<file path="config.mk">
export PLATFORM = sky130hd
export DESIGN_NAME = rmgmt_mem_arbiter
export DESIGN_NICKNAME = d
export VERILOG_FILES = /design/src/rtl/rmgmt_arb_pkg.sv /design/src/rtl/rmgmt_starve_counter.sv /design/src/rtl/rmgmt_mem_arbiter.sv
export SDC_FILE = /design/constraint.sdc
export NUM_CORES = 1
export LEC_CHECK = 0
export BUFFER_PORTS_ARGS = -buffer_cell sky130_fd_sc_hd__clkbuf_2
export CORE_ASPECT_RATIO = 0.75
export CORE_UTILIZATION = 46
export DETAILED_ROUTE_END_ITERATION = 6
export PLACE_DENSITY = 0.86
export SLEW_MARGIN = 10
export SYNTH_ARGS = -nofsm -noshare
export SYNTH_HDL_FRONTEND = slang
export SYNTH_SLANG_ARGS = --single-unit
</file>
<file path="constraint.sdc">
create_clock -name CLK -period 2.26 [get_ports CLK]
set_clock_uncertainty 0.2 [all_clocks]
set_input_delay 0.226 -clock CLK [delete_from_list [all_inputs] [get_ports CLK]]
set_output_delay 0.226 -clock CLK [all_outputs]
set_load 0.1 [all_outputs]
</file>
<file path="src/rtl/rmgmt_arb_pkg.sv">
// Shared types for the RISC-MGMT data-memory arbiter: FSM state and the
// request record used both for requester inputs and the granted-request latch.
package rmgmt_arb_pkg;

  typedef enum logic [2:0] {
    IDLE      = 3'd0,
    CORE      = 3'd1,
    EXT       = 3'd2,
    DONE_CORE = 3'd3,
    DONE_EXT  = 3'd4
  } rmgmt_arb_state_t;

  typedef struct packed {
    logic [31:0] addr;
    logic [31:0] wdata;
    logic [3:0]  byte_en;
    logic        ren;
    logic        wen;
  } mem_req_t;

  // A request strobing both ren and wen is issued as a write.
  function automatic mem_req_t norm_dir(input mem_req_t r);
    mem_req_t o;
    o     = r;
    o.ren = r.ren & ~r.wen;
    return o;
  endfunction

endpackage

</file>
<file path="src/rtl/rmgmt_starve_counter.sv">
// Saturating count of core grants made while the extension waits; at_limit
// forces the next grant to the extension. Zero-latency flag from registered count.
module rmgmt_starve_counter #(
  parameter int unsigned STARVE_LIMIT = 4
) (
  input  logic clk_i,
  input  logic rst_ni,
  input  logic inc_i,
  input  logic clr_i,
  output logic at_limit_o
);

  localparam int unsigned W = (STARVE_LIMIT < 1) ? 1 : $clog2(STARVE_LIMIT + 1);
  localparam logic [W-1:0] LIMIT = W'(STARVE_LIMIT);

  logic [W-1:0] cnt_q, cnt_d;

  always_comb begin
    cnt_d = cnt_q;
    if (clr_i) begin
      cnt_d = '0;
    end else if (inc_i && (cnt_q != LIMIT)) begin
      cnt_d = cnt_q + 1'b1;
    end
  end

  always_ff @(posedge clk_i) begin
    if (!rst_ni) begin
      cnt_q <= '0;
    end else begin
      cnt_q <= cnt_d;
    end
  end

  assign at_limit_o = (cnt_q == LIMIT);

endmodule

</file>
<file path="src/rtl/rmgmt_mem_arbiter.sv">
// Shares the data-memory bus between core load/store and RISC-MGMT requests.
// Two-cycle minimum latency; requesters hold until their busy drops.
module rmgmt_mem_arbiter
  import rmgmt_arb_pkg::*;
#(
  parameter int unsigned STARVE_LIMIT = 4
) (
  input  logic        CLK,
  input  logic        nRST,
  input  logic        ext_req_mem,
  input  logic        ext_ren,
  input  logic        ext_wen,
  input  logic [31:0] ext_addr,
  input  logic [31:0] ext_wdata,
  input  logic [3:0]  ext_byte_en,
  input  logic        ext_abort,
  output logic [31:0] ext_rdata,
  output logic        ext_busy,
  input  logic        core_ren,
  input  logic        core_wen,
  input  logic [31:0] core_addr,
  input  logic [31:0] core_wdata,
  input  logic [3:0]  core_byte_en,
  output logic [31:0] core_rdata,
  output logic        core_busy,
  output logic [31:0] bus_addr,
  output logic [31:0] bus_wdata,
  output logic        bus_ren,
  output logic        bus_wen,
  output logic [3:0]  bus_byte_en,
  input  logic [31:0] bus_rdata,
  input  logic        bus_busy,
  output logic        proto_err
);

  rmgmt_arb_state_t state_q, state_d;
  mem_req_t         lat_q, lat_d;
  mem_req_t         core_req, ext_req;
  logic [31:0]      core_rdata_q, core_rdata_d;
  logic [31:0]      ext_rdata_q, ext_rdata_d;
  logic             perr_q, perr_d;
  logic             abort_q, abort_d;
  logic             core_act, ext_act, grant, ext_win, at_limit, xfer;

  assign core_req = '{addr: core_addr, wdata: core_wdata, byte_en: core_byte_en,
                      ren: core_ren, wen: core_wen};
  assign ext_req  = '{addr: ext_addr, wdata: ext_wdata, byte_en: ext_byte_en,
                      ren: ext_ren, wen: ext_wen};

  assign core_act = core_ren | core_wen;
  assign ext_act  = ext_req_mem & (ext_ren | ext_wen) & ~ext_abort;
  assign grant    = (state_q == IDLE) & (core_act | ext_act);
  assign ext_win  = ext_act & (~core_act | at_limit);

  rmgmt_starve_counter #(
    .STARVE_LIMIT(STARVE_LIMIT)
  ) u_starve (
    .clk_i     (CLK),
    .rst_ni    (nRST),
    .inc_i     (grant & ~ext_win & ext_act),
    .clr_i     (~ext_act | (grant & ext_win)),
    .at_limit_o(at_limit)
  );

  always_comb begin
    state_d      = state_q;
    lat_d        = lat_q;
    core_rdata_d = core_rdata_q;
    ext_rdata_d  = ext_rdata_q;
    abort_d      = abort_q;
    perr_d       = perr_q | (core_ren & core_wen) | (ext_req_mem & ext_ren & ext_wen);
    case (state_q)
      IDLE: begin
        abort_d = 1'b0;
        if (grant) begin
          if (ext_win) begin
            lat_d   = norm_dir(ext_req);
            state_d = EXT;
          end else begin
            lat_d   = norm_dir(core_req);
            state_d = CORE;
          end
        end
      end
      CORE: begin
        if (!bus_busy) begin
          core_rdata_d = bus_rdata;
          state_d      = DONE_CORE;
        end
      end
      EXT: begin
        // An abort seen at any point of the transfer suppresses the load data.
        abort_d = abort_q | ext_abort;
        if (!bus_busy) begin
          if (!(abort_q | ext_abort)) begin
            ext_rdata_d = bus_rdata;
          end
          state_d = DONE_EXT;
        end
      end
      DONE_CORE, DONE_EXT: state_d = IDLE;
      default:             state_d = IDLE;
    endcase
  end

  always_ff @(posedge CLK) begin
    if (!nRST) begin
      state_q      <= IDLE;
      lat_q        <= '0;
      core_rdata_q <= '0;
      ext_rdata_q  <= '0;
      perr_q       <= 1'b0;
      abort_q      <= 1'b0;
    end else begin
      state_q      <= state_d;
      lat_q        <= lat_d;
      core_rdata_q <= core_rdata_d;
      ext_rdata_q  <= ext_rdata_d;
      perr_q       <= perr_d;
      abort_q      <= abort_d;
    end
  end

  assign xfer        = (state_q == CORE) | (state_q == EXT);
  assign bus_ren     = xfer & lat_q.ren;
  assign bus_wen     = xfer & lat_q.wen;
  assign bus_addr    = lat_q.addr;
  assign bus_wdata   = lat_q.wdata;
  assign bus_byte_en = lat_q.byte_en;
  assign core_rdata  = core_rdata_q;
  assign ext_rdata   = ext_rdata_q;
  assign proto_err   = perr_q;
  assign core_busy   = core_act & (state_q != DONE_CORE);
  assign ext_busy    = ext_act & (state_q != DONE_EXT);

endmodule

</file>
==> results of run 1 <==
==> flip-flops by register name, summed over array words and instances, names as in the netlist <==
name            count
bus_addr           32
bus_wdata          32
core_rdata         32
ext_rdata          32
bus_byte_en         4
state_q             3
u_starve.cnt_q      3
lat_q               2
abort_q             1
proto_err           1
==> synth_stat cells (2+ instances only) <==
cell	number	area, µm²
a21oi_1	70	350.3
buf_6	2	22.52
inv_1	4	15.01
buf_2	9	45.04
ha_1	2	25.02
dfxtp_1	142	2843
a31oi_1	69	431.7
o21ai_0	69	345.3
nor2b_1	2	12.51
o31a_1	3	26.28
nor3_1	4	20.02
nand2_1	200	750.7
nor4b_1	2	17.52
and2_1	2	12.51
and3_1	2	12.51
nand3_1	71	355.3
nor2_1	9	33.78
clkbuf_1	54	202.7
buf_4	69	518.0
==> per-stage QoR <==
stage	utilization	worst slack, ns	hold slack [ns]
floorplan	-	0.3690	0.1594
global placement	0.5691	0.3213	0.2416
detailed placement	0.5691	0.2470	0.2465
CTS	0.7471	0.009539	0.002657
global route	0.7495	-0.01198	0.04314
finish	0.7495	0.07821	0.02550
==> routing by layer <==
metal	wire, µm	part of all wire	vias up	track usage
met1	8999	0.37	3496	0.3743
met3	2289	0.094	134	0.1042
met5	0	0	-	0
met4	1437	0.059	0	0.2513
li1	-	-	3477	-
met2	11750	0.48	532	0.5697
==> power groups by stage <==
stage               combinational [µW]  sequential (µW)  clock [µW]
global route                      2640             2790        2870
floorplan                         1600             3100           0
global placement                  2200             2810           0
finish                            2540             2780        2730
detailed placement                2220             2820           0
CTS                               2460             2770        2760
==> final cells by class <==
cell class / instances / area share
inverter: 5 / 0.002173
antenna: 1 / 0.0002556
sequential: 142 / 0.2904
multi-input combinational: 523 / 0.2661
clock buffer: 18 / 0.04383
tap: 171 / 0.02185
timing repair buffer: 506 / 0.3606
clock inverter: 14 / 0.01482
==> worst reg2reg max path, delay by kind of cell (launching register included) <==
kind | cells | cell delay [ns]
DFF | 1 | 0.32
AOI/OAI and AO/OA | 1 | 0.18
buffers and inverters | 1 | 0.36
and+or+nand+nor | 3 | 1.02
==> final timing paths <==
| path | from | endpoint | slack, ns | depth (start not counted) |
|---|---|---|---|---|
| setup / recovery | state_q[0]$_SDFFE_PN0P_ | bus_ren | 0.08 | 5 |
| hold / removal | core_wen | lat_q[1]$_SDFFE_PN0P_ | 0.03 | 3 |
| setup reg to reg | state_q[2]$_SDFFE_PN0P_ | bus_addr[23]$_SDFFE_PN0P_ | 0.12 | 5 |
| hold reg to reg | ext_rdata[17]$_SDFFE_PN0P_ | ext_rdata[17]$_SDFFE_PN0P_ | 0.25 | 2 |
==> logic make-up after synthesis <==
logic type                 share of synthesized area
AOI/OAI and AO/OA                             0.1994
and+or+nand+nor                               0.2050
buffers and inverters                         0.1301
DFF                                           0.4584
muxes                                       0.001614
adders and majority gates                   0.004035
xor gates and xnor gates                    0.001413
==> timing repair <==
item	in CTS	in global routing
endpoints found under the hold margin	139	0
endpoints found under the setup margin	0	3
resized for setup	0	6
hold buffers	175	0
==> flow_summary.ini, run 1 <==
[cells_and_area]
syn_to_final_growth_pct = 57.89
fin_nets = 1374
layout_commonest_cell = clkbuf_2
seqCellArea_mm2 = 0.002843
final_cells = 1380
fill_cells = 881
multi_input_area_mm2 = 0.002605
design_area_mm2 = 0.009791
layout_common_cells = clkbuf_2 (311), nand2_1 (200), dlygate4sd3_1 (175)
drive_above_1_share = 0.3079

[pwr]
p_seq_frac = 0.345
peakVddDrop_mv = 0.5121
p_int_uw = 4859
clkPwrFrac = 0.339
p_per_area_mw_per_mm2 = 821.6
power.switching_uw = 3185
total_power_uw = 8044
power_frac_comb = 0.315
p_leak_uw = 0.004188
swShare = 0.3959

[critical_path]
path_cells = buf_4 > xnor2_1 > nor2_1 > and2_1 > buf_2
worstSetupEndpointType = output pin
cp-start-kind = register
criticalPathCategory = register to output pin
max_stage_delay_ns = 0.45
cp.arrival_ns = 1.76
crit_required_ns = 1.83
crit_path_top_delay_cell = buf_2
crit_fanout = 10
crit_family = buffers and inverters
path_buf_inv = 2

[die]
io_pins = 314
placeableCoreArea_mm2 = 0.01306
num_rows = 36
die_y_um = 102.6
die-area_mm2 = 0.01395
initial_core_util = 0.4747
die_w_um = 136.1

[timing]
tns_ns = 0
slew_viol_final = 0
timing.fmax_mhz = 458.3
period_needed_ns = 2.182
grt_setup_unrepaired = yes
setup_violations = 0
hold_violations = 0
final.period_utilization = 0.9654
max_slew_margin = 0.5238
worst_pin_slew_ns = 0.7144

[route]
drcViolationCount = 0
wl_um = 24480
viasPerCell = 5.536
vias = 7639
drt_pass1_iterations = 5
ant_nets = 0
drt_iter0_drc = 595
wl_per_cell_um = 17.74

[clocking]
clk_latency_ns = 0.41
numCtsBuffers = 17
cts_tree = yes
clockBufferDepth = 2
postCtsSetupRepairBufs = 0
root_buffer = clkbuf_16
h-tree-depth = 4
clk_pin_slew_worst_paths_ns = 0.06
clkSinkCount = 142

[outcome]
status = finished, final reports clean

[place]
postPlaceCellArea_mm2 = 0.007433
numPortBuffers = 313
dp_cells = 1171
gp_congestion = 0.8289
hpwl_um = 12580

[logic_synthesis]
synth_cell_type_count = 38
netlist_instances = 804
async_flop_share = 0
ys.flop_type = dfxtp_1
seq_area_frac_synth = 0.4584
syn_avg_cell_area_um2 = 7.713
synth-edff-count = 0
synth_nets = 983
synth-seq-cells = 142
netlist_area_mm2 = 0.006201
yosys_warnings = 0

[global_routing]
antenna_found_initial = 1
grt_pass1_vias = 7353
grt_first_pass_wirelength_um = 36950
grt_overflow = 0
grtUsageTotal = 0.3421
grt_max_degree = 74

[hold_path]
hold_class = input port to register

[job]
cap_viol_max_count = 0
No activity file was read; power rests on OpenSTA's default activity.
==> inputs of run 2 (changes only) <==
- BUFFER_PORTS_ARGS: -buffer_cell sky130_fd_sc_hd__clkbuf_2 -> -buffer_cell sky130_fd_sc_hd__buf_4
==> flow_summary.ini, run 2 (synthesized netlist as in run 1, its figures left out) <==
[route]
viasPerCell = 5.654
wl_um = 25780
vias = 7820
drcViolationCount = 0
drt_pass1_iterations = 5
wl_per_cell_um = 18.64
ant_nets = 0
drt_iter0_drc = 793

[critical_path]
cp-start-kind = input port
crit_path_top_delay_cell = dlygate4sd3_1
rr_worst_depth = 5
crit_required_ns = 1.83
crit_fanout = 4
criticalPathCategory = input port to output pin
cp.arrival_ns = 1.75
rrSetupSlack_ns = 0.16
max_stage_delay_ns = 0.56
rr_startpoint = state_q[2]$_SDFFE_PN0P_
reg2reg_to = bus_wdata[10]$_SDFFE_PN0P_
path_cells = dlygate4sd3_1 > buf_4 > nand2b_1 > nor2_2 > o31a_1 > buf_8
worstSetupEndpointType = output pin

[cells_and_area]
diodes = 0
fin_nets = 1378
fill_cells = 702
seqCellArea_mm2 = 0.002843
drive_above_1_share = 0.3086
multi_input_area_mm2 = 0.002599
layout_commonest_cell = buf_4
syn_to_final_growth_pct = 70.66
layout_common_cells = buf_4 (327), nand2_1 (200), dlygate4sd3_1 (177)

[global_routing]
grtUsageTotal = 0.3644
grtUsageMet3 = 0.1096
grt_first_pass_wirelength_um = 39400
grt_max_degree = 74
antenna_found_initial = 0
grt_overflow = 0
grt_pass1_vias = 7677
grt.met1_usage = 0.3975
busiest_layer = met2
grt_util_met2 = 0.6201

[die]
die-area_mm2 = 0.01395
num_rows = 36
io_pins = 314
die_w_um = 136.1
initial_core_util = 0.4747
placeableCoreArea_mm2 = 0.01306
die_y_um = 102.6

[pwr]
peakVddDrop_mv = 0.4901
p_per_area_mw_per_mm2 = 777.5
p_leak_uw = 0.004430

[clocking]
root_buffer = clkbuf_16
clockBufferDepth = 2
cts_tree = yes
clk_latency_ns = 0.42
numCtsBuffers = 17
clkSinkCount = 142
clk_pin_slew_worst_paths_ns = 0.07
postCtsSetupRepairBufs = 0
h-tree-depth = 4

[timing]
slew_viol_final = 0
whs_ns = 0.1983
setup_violations = 0
grt_setup_unrepaired = no
worst_pin_slew_ns = 0.7007
final.period_utilization = 0.9643
hold_violations = 0
period_needed_ns = 2.179
tns_ns = 0
timing.fmax_mhz = 458.8
max_slew_margin = 0.5329

[hold_path]
holdPathStages = 5
hold_end = u_starve.cnt_q[0]$_SDFFE_PP0P_
hp-start = ext_req_mem
hold_class = input port to register

[job]
cap_viol_max_count = 0

[place]
numPortBuffers = 313
hpwl_um = 13570
gp_congestion = 0.8749

[outcome]
status = finished, final reports clean
## run 2: cell types whose count changed in the layout (fill, tap and decap cells not counted), moves of 2 or more
cell           change
buf_6              -2
clkbuf_2         -311
dlygate4sd3_1      +2
clkinvlp_4         -2
buf_4            +315
## run 2: worst max-delay path by stage
stage	start	to	slack, ns	cells after the start
2_1_floorplan	state_q[2]$_SDFFE_PN0P_	bus_addr[30]$_SDFFE_PN0P_	0.37	7
3_3_place_gp	state_q[2]$_SDFFE_PN0P_	bus_addr[1]$_SDFFE_PN0P_	0.33	5
3_5_place_dp	state_q[2]$_SDFFE_PN0P_	bus_wdata[12]$_SDFFE_PN0P_	0.27	5
4_1_cts	ext_abort	ext_busy	0.006	6
5_1_grt	ext_abort	ext_busy	0.0006	6
6_report	ext_abort	ext_busy	0.08	6
## run 2: worst max-delay path, delay by kind of cell
kind	cells	cell delay [ns]
AO/OA/AOI/OAI	1	0.19
AND/OR/NAND/NOR	2	0.39
buffers and inverters	3	0.93
## run 2: area by class of cell
class	count	area share
Timing Repair Buffer	510	0.4103
Sequential cell	142	0.2686
Multi-Input combinational cell	523	0.2456
Clock buffer	18	0.04150
Tap cell	171	0.02022
Clock inverter	14	0.01182
Inverter	5	0.002010
## run 2: repair_timing
action / in CTS / in global routing
endpoints found under the hold margin: 142 / 0
endpoints found under the setup margin: 0 / 1
resized for setup: 0 / 3
hold buffers: 177 / 0
## run 2: through the flow
step	instance area [µm²]	setup slack (ns)	utilization	total power [µW]	std cells
floorplan	6207	0.3690	-	4700	804
global placement	8237	0.3335	0.6306	5221	1174
detailed placement	8237	0.2662	0.6306	5241	1174
CTS	10570	0.005564	0.8094	8147	1383
global route	10580	0.0005641	0.8102	8478	1383
finish	10580	0.08057	0.8102	8228	1383
## run 2: layer usage
layer	wire, µm	up-vias
li1	-	3485
met3	2352	140
met2	12920	566
met4	1362	0
met1	9143	3629
met5	0	-
## run 2: report_power, final
part | switching, µW | internal, µW | leakage [µW]
logic | 1940 | 820 | 0.00300
clock network | 1210 | 1480 | 0.000272
registers | 104 | 2680 | 0.00116
total | 3250 | 4980 | 0.00443
==> inputs of run 3 (changes only) <==
--- a/config.mk
+++ b/config.mk
@@ -7,7 +7,8 @@
 export LEC_CHECK = 0
-export BUFFER_PORTS_ARGS = -buffer_cell sky130_fd_sc_hd__buf_4
-export CORE_ASPECT_RATIO = 0.75
-export CORE_UTILIZATION = 46
+export CORE_AREA = 2 2 121 123
 export DETAILED_ROUTE_END_ITERATION = 6
-export PLACE_DENSITY = 0.86
+export DIE_AREA = 0 0 123 125
+export DONT_BUFFER_PORTS = 1
+export GPL_TIMING_DRIVEN = 0
+export PLACE_DENSITY = 0.64
 export SLEW_MARGIN = 10
==> constraint.sdc (replaced) <==
create_clock -name CLK -period 2.26 [get_ports CLK]
set_clock_uncertainty 0.2 [all_clocks]
set_input_delay 0.339 -clock CLK [delete_from_list [all_inputs] [get_ports CLK]]
set_output_delay 0.339 -clock CLK [all_outputs]
set_load 0.1 [all_outputs]
==> flow_summary.ini, run 3 (synthesized netlist as in run 1, its figures left out) <==
[outcome]
status = finished, final reports clean

[cells_and_area]
layout_commonest_cell = nand2_1
design_area_mm2 = 0.008966
layout_common_cells = nand2_1 (200), dlygate4sd3_1 (177), dfxtp_1 (142)
syn_to_final_growth_pct = 44.59
post-route-util = 0.6313
final_cells = 1198
drive_above_1_share = 0.1313
fin_nets = 1181

[global_routing]
grt_pass1_vias = 6726
grt_first_pass_wirelength_um = 34560
antenna_found_initial = 0
grt_overflow = 0
grtUsageTotal = 0.2881
grt_max_degree = 17

[route]
drt_pass1_iterations = 6
drcViolationCount = 0
wl_um = 22720
viasPerCell = 5.591
vias = 6698
drt_iter0_drc = 369
wl_per_cell_um = 18.97
ant_nets = 0

[timing]
final.period_utilization = 0.9782
max_slew_margin = 0.3238
timing.fmax_mhz = 452.3
grt_setup_unrepaired = yes
whs_ns = 0.01440
period_needed_ns = 2.211
slew_viol_final = 0
setup_violations = 0
hold_violations = 0
worst_pin_slew_ns = 1.013

[clocking]
clk_latency_ns = 0.41
clk_pin_slew_worst_paths_ns = 0.06
numCtsBuffers = 17
clkSinkCount = 142
h-tree-depth = 4
root_buffer = clkbuf_16
clockBufferDepth = 2
cts_tree = yes

[die]
die-area_mm2 = 0.01538
die_w_um = 123
placeableCoreArea_mm2 = 0.01420
num_rows = 44
die_y_um = 125
io_pins = 314
initial_core_util = 0.4366

[hold_path]
hold_class = input port to register

[place]
gp_congestion = 0.8547
postPlaceCellArea_mm2 = 0.006459
numPortBuffers = 0
hpwl_um = 14260
dp_cells = 989

[critical_path]
max_stage_delay_ns = 0.44
cp-start-kind = register
crit_fanout = 10
crit_family = simple AND/OR/NAND/NOR gates
criticalPathCategory = register to register
crit_required_ns = 2.39
worstSetupEndpointType = register
cp.arrival_ns = 2.34
crit_path_top_delay_cell = or3_1
path_buf_inv = 3
path_cells = buf_2 > or3_1 > nor4_4 > buf_4 > clkbuf_4 > nand2_1 > a31oi_1

[job]
cap_viol_max_count = 0

[pwr]
p_per_area_mw_per_mm2 = 932.3
peakVddDrop_mv = 0.4935
p_leak_uw = 0.003308
## run 3: cell count changes in the layout (fill, tap and decap cells not counted), sizes merged
cell | previous run | this run
clkinvlp | 3 | 1
buf | 333 | 79
bufinv | 0 | 6
inv | 14 | 5
clkinv | 2 | 4
clkbuf | 18 | 76
diode | 0 | 1
## run 3: what timing repair did
item / in CTS / in global routing
gates cloned: 0 / 0
pin swaps: 0 / 1
setup buffers: 0 / 1
resized for setup: 7 / 33
hold endpoints to repair: 142 / 0
setup endpoints to repair: 95 / 112
hold buffers: 177 / 0
## run 3: final timing paths
check | endpoint | start | slack (ns) | cells past startpoint
worst max-delay path | bus_wdata[14]$_SDFFE_PN0P_ | state_q[2]$_SDFFE_PN0P_ | 0.05 | 7
worst min-delay path | lat_q[1]$_SDFFE_PN0P_ | core_ren | 0.01 | 3
worst max register to register | bus_wdata[14]$_SDFFE_PN0P_ | state_q[2]$_SDFFE_PN0P_ | 0.05 | 7
worst min register to register | lat_q[0]$_SDFFE_PN0P_ | lat_q[0]$_SDFFE_PN0P_ | 0.26 | 2
## run 3: per-stage QoR
step | worst slack [ns] | power, µW | TNS, ns
2_1_floorplan | 0.1969 | 4700 | 0
3_3_place_gp | -0.5200 | 4929 | -31.87
5_1_grt | -0.05748 | 8638 | -0.6526
3_5_place_dp | -0.3069 | 4943 | -11.29
4_1_cts | 0.002916 | 8340 | 0
6_report | 0.04923 | 8359 | 0
## run 3: power by group
part | internal, µW | switching, µW | leakage (µW)
clock network | 2090 | 1060 | 0.000319
registers | 2680 | 410 | 0.00116
logic | 581 | 1550 | 0.00183
total | 5350 | 3010 | 0.00331
## run 3: worst min-delay path: cells and delay by family
| kind | cells | cell delay (ns) |
|---|---|---|
| buf+inv | 1 | 0.03 |
| compound gates | 2 | 0.20 |
## run 3: routing by layer
layer  vias up  track usage  routed length (µm)
li1       3097            -                   -
met1      3105       0.3045                8258
met2       401       0.4829               11200
met3        95      0.09443                2102
met4         0       0.1912                1160
met5         -            0                   0
## run 3: cell type report
type	instances	area [µm²]
sequential	142	2843
clock buffer	19	442.9
timing repair buffer	179	1787
inverter	5	18.77
multi-input combinational	523	2603
clock inverter	11	215.2
antenna	1	2.502
buffer	134	824.5
fill	1192	5238
tap	184	230.2
